--- config.mk ---
export PLATFORM = sky130hd
export DESIGN_NAME = rca_pipe
export DESIGN_NICKNAME = d
export VERILOG_FILES = /design/src/rtl/rca_pipe.sv
export SDC_FILE = /design/constraint.sdc
export NUM_CORES = 1
export LEC_CHECK = 0
export BUFFER_PORTS_ARGS = -buffer_cell sky130_fd_sc_hd__buf_2
export CAP_MARGIN = 15
export CELL_PAD_IN_SITES_DETAIL_PLACEMENT = 0
export CELL_PAD_IN_SITES_GLOBAL_PLACEMENT = 1
export CORE_MARGIN = 2
export CORE_UTILIZATION = 40
export CTS_BUF_LIST = sky130_fd_sc_hd__clkbuf_8
export CTS_CLUSTER_SIZE = 24
export DETAILED_ROUTE_END_ITERATION = 16
export PLACE_DENSITY = 0.77
export SLEW_MARGIN = 20
export SYNTH_ARGS = -nofsm -noshare
export SYNTH_HDL_FRONTEND = slang
export SYNTH_SLANG_ARGS = --single-unit
--- constraint.sdc ---
create_clock -name clk -period 6.47 [get_ports clk]
set_clock_uncertainty 0.2 [all_clocks]
set_input_delay 0.3235 -clock clk [delete_from_list [all_inputs] [get_ports clk]]
set_output_delay 0.3235 -clock clk [all_outputs]
set_load 0.05 [all_outputs]
--- src/rtl/rca_pipe.sv ---
// ============================================================================
// rca_pipe -- parametrised, pipelined ripple-carry adder/subtractor.
//
// A WIDTH-bit add (or subtract) is split into STAGES chunks of CHUNK bits.
// Stage k ripples chunk k and registers its carry for stage k+1. Operands
// travel down the pipe alongside the beat. Completed low chunks of the
// result are carried forward unchanged. The last stage register is the
// output register, so a beat accepted at edge N is presented after edge
// N+STAGES-1. A valid/ready handshake stalls the whole pipe at once.
//
// Optional build macro:
//   RCA_PIPE_SAT_EN  - when defined, the final stage clamps the signed result
//                      to the most positive/negative value on overflow.
//
// Parameters:
//   WIDTH   operand/result width, a multiple of STAGES
//   STAGES  pipeline depth (number of chunks), 1..WIDTH
//
// Ports:
//   clk        rising-edge clock
//   rst_n      asynchronous active-low reset
//   in_valid   operand beat present
//   in_ready   pipe accepts a beat this cycle
//   a, b       operands (unsigned or two's complement)
//   cin        carry-in, ignored when sub=1
//   sub        0: a+b+cin, 1: a-b (a + ~b + 1)
//   out_valid  result beat present
//   out_ready  downstream accepts the result
//   sum        result (mod 2^WIDTH)
//   cout       carry out of the MSB (borrow-not when subtracting)
//   ovf        signed overflow
// ============================================================================
module rca_pipe #(
    parameter int WIDTH  = 16,
    parameter int STAGES = 4
) (
    input  logic             clk,
    input  logic             rst_n,
    input  logic             in_valid,
    output logic             in_ready,
    input  logic [WIDTH-1:0] a,
    input  logic [WIDTH-1:0] b,
    input  logic             cin,
    input  logic             sub,
    output logic             out_valid,
    input  logic             out_ready,
    output logic [WIDTH-1:0] sum,
    output logic             cout,
    output logic             ovf
);

    localparam int CHUNK = WIDTH / STAGES;

    // Per-stage registers; index STAGES-1 is the output stage.
    logic             valid_q [STAGES];
    logic             valid_d [STAGES];
    logic             sub_q   [STAGES];
    logic             sub_d   [STAGES];
    logic             carry_q [STAGES];
    logic             carry_d [STAGES];
    logic [WIDTH-1:0] a_q     [STAGES];
    logic [WIDTH-1:0] a_d     [STAGES];
    logic [WIDTH-1:0] b_q     [STAGES];
    logic [WIDTH-1:0] b_d     [STAGES];
    logic [WIDTH-1:0] sum_q   [STAGES];
    logic [WIDTH-1:0] sum_d   [STAGES];
    logic             cout_q, cout_d;
    logic             ovf_q, ovf_d;

    // Working values for the stage currently being evaluated in the loop.
    logic             advance;
    logic [WIDTH-1:0] op_a;
    logic [WIDTH-1:0] op_b;
    logic [WIDTH-1:0] base_sum;
    logic             op_sub;
    logic             op_cin;
    logic             op_valid;
    logic [CHUNK-1:0] chunk_a;
    logic [CHUNK-1:0] chunk_b;
    logic [CHUNK:0]   chunk_res;
    logic             carry_into_msb;
    int               prev;

    // The output stage never forwards its operands or carry; they are kept
    // only so every stage has the same shape.
    logic unused_tail;
    assign unused_tail = ^{a_q[STAGES-1], b_q[STAGES-1],
                           carry_q[STAGES-1], sub_q[STAGES-1]};

    // Whole pipe moves together: it advances whenever the output slot is
    // empty or being drained this cycle.
    always_comb begin
        advance        = !valid_q[STAGES-1] || out_ready;
        op_a           = '0;
        op_b           = '0;
        base_sum       = '0;
        op_sub         = 1'b0;
        op_cin         = 1'b0;
        op_valid       = 1'b0;
        chunk_a        = '0;
        chunk_b        = '0;
        chunk_res      = '0;
        carry_into_msb = 1'b0;
        prev           = 0;
        cout_d         = cout_q;
        ovf_d          = ovf_q;

        for (int k = 0; k < STAGES; k++) begin
            valid_d[k] = valid_q[k];
            sub_d[k]   = sub_q[k];
            carry_d[k] = carry_q[k];
            a_d[k]     = a_q[k];
            b_d[k]     = b_q[k];
            sum_d[k]   = sum_q[k];
        end

        if (advance) begin
            for (int k = 0; k < STAGES; k++) begin
                prev = (k == 0) ? 0 : k - 1;
                if (k == 0) begin
                    // Subtraction forces the carry-in to 1 to complete ~b+1.
                    op_a     = a;
                    op_b     = b;
                    op_sub   = sub;
                    op_cin   = sub | cin;
                    op_valid = in_valid;
                    base_sum = '0;
                end else begin
                    op_a     = a_q[prev];
                    op_b     = b_q[prev];
                    op_sub   = sub_q[prev];
                    op_cin   = carry_q[prev];
                    op_valid = valid_q[prev];
                    base_sum = sum_q[prev];
                end

                chunk_a   = op_a[k*CHUNK +: CHUNK];
                chunk_b   = op_b[k*CHUNK +: CHUNK] ^ {CHUNK{op_sub}};
                chunk_res = {1'b0, chunk_a} + {1'b0, chunk_b}
                          + {{CHUNK{1'b0}}, op_cin};

                valid_d[k] = op_valid;
                sub_d[k]   = op_sub;
                carry_d[k] = chunk_res[CHUNK];
                a_d[k]     = op_a;
                b_d[k]     = op_b;

                if (k == STAGES - 1) begin
                    // Result flags only move with a real beat; bubbles keep
                    // the last presented result on sum/cout/ovf.
                    if (op_valid) begin
                        carry_into_msb = chunk_res[CHUNK-1] ^ chunk_a[CHUNK-1]
                                       ^ chunk_b[CHUNK-1];
                        cout_d   = chunk_res[CHUNK];
                        ovf_d    = chunk_res[CHUNK] ^ carry_into_msb;
                        sum_d[k] = base_sum;
                        sum_d[k][k*CHUNK +: CHUNK] = chunk_res[CHUNK-1:0];
`ifdef RCA_PIPE_SAT_EN
                        // On overflow the true result has the sign of a.
                        if (ovf_d) begin
                            sum_d[k] = op_a[WIDTH-1]
                                     ? {1'b1, {(WIDTH-1){1'b0}}}
                                     : {1'b0, {(WIDTH-1){1'b1}}};
                        end
`endif
                    end
                end else begin
                    sum_d[k] = base_sum;
                    sum_d[k][k*CHUNK +: CHUNK] = chunk_res[CHUNK-1:0];
                end
            end
        end
    end

    always_ff @(posedge clk or negedge rst_n) begin
        if (!rst_n) begin
            for (int k = 0; k < STAGES; k++) begin
                valid_q[k] <= 1'b0;
                sub_q[k]   <= 1'b0;
                carry_q[k] <= 1'b0;
                a_q[k]     <= '0;
                b_q[k]     <= '0;
                sum_q[k]   <= '0;
            end
            cout_q <= 1'b0;
            ovf_q  <= 1'b0;
        end else begin
            for (int k = 0; k < STAGES; k++) begin
                valid_q[k] <= valid_d[k];
                sub_q[k]   <= sub_d[k];
                carry_q[k] <= carry_d[k];
                a_q[k]     <= a_d[k];
                b_q[k]     <= b_d[k];
                sum_q[k]   <= sum_d[k];
            end
            cout_q <= cout_d;
            ovf_q  <= ovf_d;
        end
    end

    assign in_ready  = advance;
    assign out_valid = valid_q[STAGES-1];
    assign sum       = sum_q[STAGES-1];
    assign cout      = cout_q;
    assign ovf       = ovf_q;

endmodule
# After elaboration in Yosys (flattened, before gate mapping)

Cells that the tools add are included.
Widths: inputs -> output; s select.

Bits in registers: 148
Input port bits: 38
Output and inout port bits: 20
Logic and storage cells: 58

Add/sub/neg operators: 8
Mux-type cells: 17
Bitwise logic cells: 8
Reduce and logical (&&, ||, !) cells: 3

Operators by type and width:

| cell             | count |
|---|---|
| $mux 16          | 8 |
| $add 4x4->5      | 4 |
| $add 5x1->5      | 4 |
| $xor 4x4->4      | 4 |
| $mux 1           | 9 |
| $xor 1x1->1      | 3 |
| $reduce_and 2->1 | 1 |
| $logic_not 1->1  | 1 |
| $logic_or 1x1->1 | 1 |
| $or 1x1->1       | 1 |

# Longest topological paths before layout

Gate-level depths: netlist of the first run.

Word-level depth: 9
Mapped depth: 9

# Worst setup path after synthesis of the first run

OpenSTA, ideal clock, no wires.

Path type: input to register
From: input port sub
To: register carry_q[3] (netlist name)
Arrival time: 2.017 ns
Required time: 6.137 ns
Slack: 4.121 ns
Stages on the path: 7
Buffers on the path: 1
Cells stage by stage: clkbuf_1 > or2_2 > fa_1 > fa_1 > a21o_1 > a211oi_1 > a21oi_1

Cells in the longest elaborated chain, start to end: 4
Elaborated cells between the ends (all ways): 6
Those cells by class: add/sub (2); mux (2); bitwise (2)

Ends and longest elaborated chain:

| item                           | RTL line | source |
|---|---|---|
| start: declaration             | 44       | `input logic sub,` |
| $mux 1                         | 117      | `if (advance) begin` |
| $xor 4x4->4                    | 138      | `chunk_b = op_b[k*CHUNK +: CHUNK] ^ {CHUNK{op_sub}};` |
| $add 4x4->5                    | 139      | `chunk_res = {1'b0, chunk_a} + {1'b0, chunk_b}` |
| $add 5x1->5 *                  | 140      | `+ {{CHUNK{1'b0}}, op_cin};` |
| end signal: indexed assignment | 191      | `carry_q[k] <= carry_d[k];` |
| end: declaration               | 59       | `logic carry_q [STAGES];` |

Every way passes the cells marked *; elsewhere a longest branch is shown, timed or not. The select of a mux whose other input is x is not followed.
A chain may end at the register's enable or synchronous reset.

# Worst setup path in the final report of the first run

From: register valid_q, in the netlist out_valid
To: register sum_q, in the netlist sum[4]

Cells in the longest elaborated chain, start to end: 3

Ends and longest elaborated chain:

| item                             | RTL line | source |
|---|---|---|
| start: declaration               | 55       | `logic valid_q [STAGES];` |
| start signal: indexed assignment | 189      | `valid_q[k] <= valid_d[k];` |
| $logic_not 1->1                  | 93       | `advance = !valid_q[STAGES-1] \|\| out_ready;` |
| $logic_or 1x1->1                 | 93       |  |
| $reduce_and 2->1 (no line)       | --       |  |
| end signal: indexed assignment   | 194      | `sum_q[k] <= sum_d[k];` |
| end: declaration                 | 65       | `logic [WIDTH-1:0] sum_q [STAGES];` |

No other way between the ends.

==> impl_metrics.ini, run 1 <==
[critical_path]
required_ns = 6.51
path_cells = nor2b_4 > buf_4 > inv_2 > buf_4 > nand2_2 > mux2_1
slowest_delay_ns = 0.63
r2r_end = sum[4]
arrival_ns = 3.19
reg2reg_setup_slack_ns = 3.32
end_kind = flop
path_common_cell = buf_4
reg2regPathDepth = 6
crit_buf_inv = 3
crit_path_start_kind = flop
reg2reg_from = out_valid
path_delay_family = buffers and inverters
slowest_stage = buf_4
path_max_fanout = 85
crit_type = reg2reg

[synthesis]
synth_top_flop_cell = dfrtp_1
synth_area_um2 = 4534
synth-seq-area-share_pct = 55.19
synth_area_per_cell_um2 = 9.689
ys_seq_elements = 100
ys_warn_count = 0
synth_edf_count = 0
synth_nets = 527
synth_cells = 468
synth_cell_types = 25
async_reset_ff_share_pct = 100.0

[grt]
grt_pass1_wl_mm = 13.79
overflow = 0
grt_pass1_vias = 3034
track_usage_pct = 13.39
antenna_found_initial = 0
grt_max_degree = 86

[timing]
maxSlewViolCount = 0
slew_headroom_pct = 44.29
setup_tns_ns = 0
min_period_ns = 3.149
finalCritPeriodShare_pct = 48.68
grt_setup_unrepaired = false
setup_viol = 0
timing.fmax_mhz = 317.5
hold_viol = 0
holdWs_ns = 0.05739
tightest_slew_ns = 0.8356

[routing]
drtIter0Drc = 150
drc = 0
wl_per_cell_um = 11.19
drt-total-wl_mm = 7.507
avgViaCountPerCell = 4.462
first_pass_iters = 4
vias = 2994
final_antenna_net_count = 0

[placement]
place.gp.congestion = 0.7589
portBuffers = 57
dpl.cell_count = 629
dp_hpwl_mm = 5.095

[layout]
ff_latch_area_um2 = 2502
diodes = 0
fin_cells = 671
multi_input_area_um2 = 1772
nets = 585
fill_cells = 1097
area_growth_pct = 15.73
final_util_pct = 47.99
drive_above_1_share_pct = 15.63

[die]
initial_core_util_pct = 41.46
pin_count = 58
die_y_um = 110.5
die_w_um = 110.5
rows = 38
die_area_um2 = 12200
coreArea_um2 = 10940

[cts]
cts_root_buf = clkbuf_8
clk_pin_slew_ns = 0.09
cts_setup_buffers = 0
cts_tree = yes
clk_latency_ns = 0.35
postCtsResizedCells = 0
clock_sinks = 100
htree_levels = 3
cts_buffers = 9
clockBufferDepth = 2

[outcome]
status = completed

[worst_hold_path]
holdPathStages = 3
min_from = sub
hold_end = sub_q[3]
min_path_type = in2reg

[power]
finalPower_w = 0.002677
ir_drop_uv = 273.8
pwr_density_cell_nw_per_um2 = 510.1
cellLeakagePower_nw = 2.762

[job]
maxCapViolCount = 0
-- cells in the final DEF, fill, tap and decap left out --
cell type and n:
inv_1 11, a21oi_2 2, nand2b_1 1, fa_1 8, ha_1 13, inv_2 1
dfrtp_1 100, o21ai_1 11, clkinv_4 1, a21oi_1 8, xor2_1 17, a211oi_1 3
dlygate4sd3_1 26, or2_2 1, buf_4 4, clkinv_2 1, nand2_1 215, a21o_1 7
xnor3_1 1, buf_2 56, inv_6 3, clkbuf_8 9, inv_8 1, clkinvlp_4 1
nor2b_4 1, mux2_1 12, nor2_1 2, nand2_2 1, xnor2_1 7, xor2_2 1
o21ai_0 6
-- kinds of logic (layout without fill, tap and decap cells) --
family          Yosys count  in the layout  share of synthesized area (%)
simple gates            221            221                          18.57
mux                      12             12                          2.980
fa+ha+maj                21             21                          7.119
buf+inv                  51            114                          5.850
flops                   100            100                          55.19
xor+xnor                 26             26                          5.491
compound gates           37             37                          4.801
-- synth_stat cells (all sizes together) (2+ instances only) --
library cell | n | share of area (%)
nand2 | 216 | 18
dfrtp | 100 | 55
buf | 25 | 3.7
xor2 | 18 | 3.6
o21ai | 17 | 1.9
clkbuf | 14 | 1.2
ha | 13 | 3.6
inv | 12 | 0.99
mux2 | 12 | 3.0
a21oi | 10 | 1.3
fa | 8 | 3.5
a21o | 7 | 1.2
xnor2 | 7 | 1.4
a211oi | 3 | 0.50
nor2 | 2 | 0.17
-- where the power goes --
part	leakage, nW	switching, W	total (W)	internal [W]
clock	0.0925	0.000222	0.000369	0.000147
combinational	1.46	0.000750	0.00125	0.000500
sequential	1.21	0.000159	0.00106	0.000899
total	2.76	0.00113	0.00268	0.00155
-- metrics by stage --
step / instance area (µm²) / setup WS [ns]
after floorplan: 4534 / 4.121
after global placement: 4805 / 3.272
after detailed placement: 4805 / 3.213
after CTS: 5248 / 3.270
after global routing: 5248 / 3.044
final: 5248 / 3.321
-- worst reg2reg max path, cell delays in order (launching register included) --
cell and delay (ns):
dfrtp_1 0.36, nor2b_4 0.13, buf_4 0.63, inv_2 0.48, buf_4 0.42, nand2_2 0.45, mux2_1 0.37
-- layout make-up --
class | instances | area share [%]
multi-input cells | 317 | 33.76
clock buffers | 9 | 2.361
inverters | 12 | 0.8584
clock inverters | 7 | 1.121
well taps | 140 | 3.338
repair buffers | 86 | 10.87
flip-flops and latches | 100 | 47.69
-- repair_timing --
action | in CTS | in global routing
hold buffers | 26 | 0
setup endpoints to repair | 0 | 0
endpoints found under the hold margin | 70 | 0
-- worst max-delay path by stage --
stage                   start          to  slack (ns)  cells past startpoint
global route        out_valid     sum[10]        3.04                      6
finish              out_valid      sum[4]        3.32                      6
global placement    out_ready      sum[2]        3.27                      7
detailed placement  out_ready      sum[5]        3.21                      7
CTS                 out_valid      sum[4]        3.27                      6
floorplan                 sub  carry_q[3]        4.12                      7
-- per-layer routing --
metal,up-vias,global-route usage (%),part of all wire [%]
met3,8,2.195,3.2
li1,1555,-,-
met4,0,5.500,1.5
met5,-,0,0
met1,1384,18.95,52
met2,47,20.61,44
-- state kept, by name, indices dropped and copies added (netlist names) --
signal     cells
sum_q         24
cout           1
a_q           24
b_q           24
carry_q        3
ovf            1
sum           16
valid_q        3
out_valid      1
sub_q          3
Power figures use the tool's default switching activity.
==> run 2: changes to the inputs <==
--- a/config.mk
+++ b/config.mk
@@ -14,7 +14,7 @@
 export CTS_BUF_LIST = sky130_fd_sc_hd__clkbuf_8
 export CTS_CLUSTER_SIZE = 24
 export DETAILED_ROUTE_END_ITERATION = 16
-export PLACE_DENSITY = 0.77
+export PLACE_DENSITY = 0.8
 export SLEW_MARGIN = 20
 export SYNTH_ARGS = -nofsm -noshare
 export SYNTH_HDL_FRONTEND = slang
==> constraint.sdc (replaced) <==
create_clock -name clk -period 2.71 [get_ports clk]
set_clock_uncertainty 0.2 [all_clocks]
set_input_delay 0.1355 -clock clk [delete_from_list [all_inputs] [get_ports clk]]
set_output_delay 0.1355 -clock clk [all_outputs]
set_load 0.05 [all_outputs]
==> impl_metrics.ini, run 2 (synthesis gave the netlist of run 1 again) <==
[grt]
overflow = 0
track_usage_pct = 14.32
grt_max_degree = 85
antenna_found_initial = 0
grt_pass1_wl_mm = 14.32
grt_pass1_vias = 3057

[placement]
dpl.cell_count = 629
place.gp.congestion = 0.8379
portBuffers = 57
dp_hpwl_mm = 5.362

[layout]
area_growth_pct = 17.30
layout_common_cells = 215 x nand2_1, 100 x dfrtp_1, 56 x buf_2
ff_latch_area_um2 = 2502
multi_input_area_um2 = 1772
drive_above_1_share_pct = 15.30
final_util_pct = 48.64
nets = 590
fill_cells = 1090
fin_cells = 676
reg_top3 = a_q: 24 flops, b_q: 24 flops, sum_q: 24 flops
diodes = 0
final_common_cell = nand2_1

[routing]
avgViaCountPerCell = 4.464
vias = 3018
drt-total-wl_mm = 8.021
drtIter0Drc = 130
drc = 0
wl_per_cell_um = 11.87
first_pass_iters = 4
final_antenna_net_count = 0

[cts]
cts_root_buf = clkbuf_8
postCtsResizedCells = 0
cts_buffers = 9
holdBufCountCts = 31
cts_setup_buffers = 0
clock_sinks = 100
clk_pin_slew_ns = 0.09
htree_levels = 3
cts_tree = yes
clk_latency_ns = 0.36
clockBufferDepth = 2

[critical_path]
slowest_delay_ns = 0.48
path_cells = xnor2_1 > fa_1 > fa_1 > inv_1 > a21o_1 > a21oi_2 > xnor3_1 > o21ai_1
path_common_cell = fa_1
critical_path.startpoint = sub_q[1]
crit_type = reg2reg
reg2regPathDepth = 8
required_ns = 2.79
r2r_end = ovf
crit_path_start_kind = flop
crit_buf_inv = 1
reg2reg_setup_slack_ns = 0.16
reg2reg_from = sub_q[1]
slowest_stage = dfrtp_1
path_max_fanout = 5
path_delay_family = adder cells
arrival_ns = 2.63
end_kind = flop

[timing]
slew_headroom_pct = 45.72
hold_viol = 0
min_period_ns = 2.546
maxSlewViolCount = 0
setup_tns_ns = 0
setup_viol = 0
finalCritPeriodShare_pct = 93.96
grt_setup_unrepaired = false
tightest_slew_ns = 0.8142
timing.fmax_mhz = 392.7

[job]
maxCapViolCount = 0

[die]
die_area_um2 = 12200
rows = 38
coreArea_um2 = 10940
die_w_um = 110.5
initial_core_util_pct = 41.46
pin_count = 58
die_y_um = 110.5

[worst_hold_path]
min_path_type = in2reg
holdPathStages = 4
min_from = a[2]
hold_end = sum_q[50]

[outcome]
status = completed

[power]
ir_drop_uv = 463.6
cellLeakagePower_nw = 2.790
pwr_density_cell_nw_per_um2 = 1214
[run 2: cell count changes in the layout (fill, tap and decap cells not counted), moves of 2 or more]
cell,delta
inv_6,-3
buf_4,-2
dlygate4sd3_1,+5
buf_12,+2
[run 2: worst max-delay path by stage]
stage               endpoint  slack [ns]  cells after the start
global route             ovf        0.08                      8
floorplan                ovf        0.37                      9
global placement         ovf        0.32                      8
detailed placement       ovf        0.20                      8
finish                   ovf        0.16                      8
CTS                      ovf        0.17                      8
[run 2: power breakdown]
group / total (W) / switching, W / internal (W) / leakage [nW]
Combinational: 0.00307 / 0.00185 / 0.00122 / 1.49
Clock: 0.000854 / 0.000498 / 0.000357 / 0.0897
Sequential: 0.00253 / 0.000379 / 0.00215 / 1.21
[run 2: per-stage QoR]
step	power, W	instance area, µm²	hold WS, ns	worst slack, ns
2_1_floorplan	0.005086	4534	-0.3601	0.3665
3_3_place_gp	0.005459	4830	-0.01727	0.3180
3_5_place_dp	0.005634	4830	-0.009724	0.1952
4_1_cts	0.006538	5319	0.05943	0.1736
5_1_grt	0.007024	5319	0.09770	0.07584
6_report	0.006456	5319	0.07230	0.1638
[run 2: worst reg2reg max path, delay by kind of cell, from the launching register on]
family | cells | cell delay [ns]
buffers and inverters | 1 | 0.08
AO/OA/AOI/OAI | 3 | 0.33
flip-flops | 1 | 0.48
XOR/XNOR | 2 | 0.53
adder cells (fa/ha/maj) | 2 | 0.84
[run 2: area by class of cell]
cell class,count,area share [%]
flip-flops and latches,100,47.05
multi-input cells,317,33.31
repair buffers,91,12.14
well taps,140,3.293
clock buffers,10,2.588
inverters,12,0.8469
clock inverters,6,0.7763
[run 2: layer usage]
metal	wire (µm)	global-route usage [%]	part of all wire [%]	vias up
li1	-	-	-	1557
met1	3951	19.76	49	1400
met2	3635	21.55	45	46
met3	256	3.128	3.2	15
met4	177	6.833	2.2	0
met5	0	0	0	-
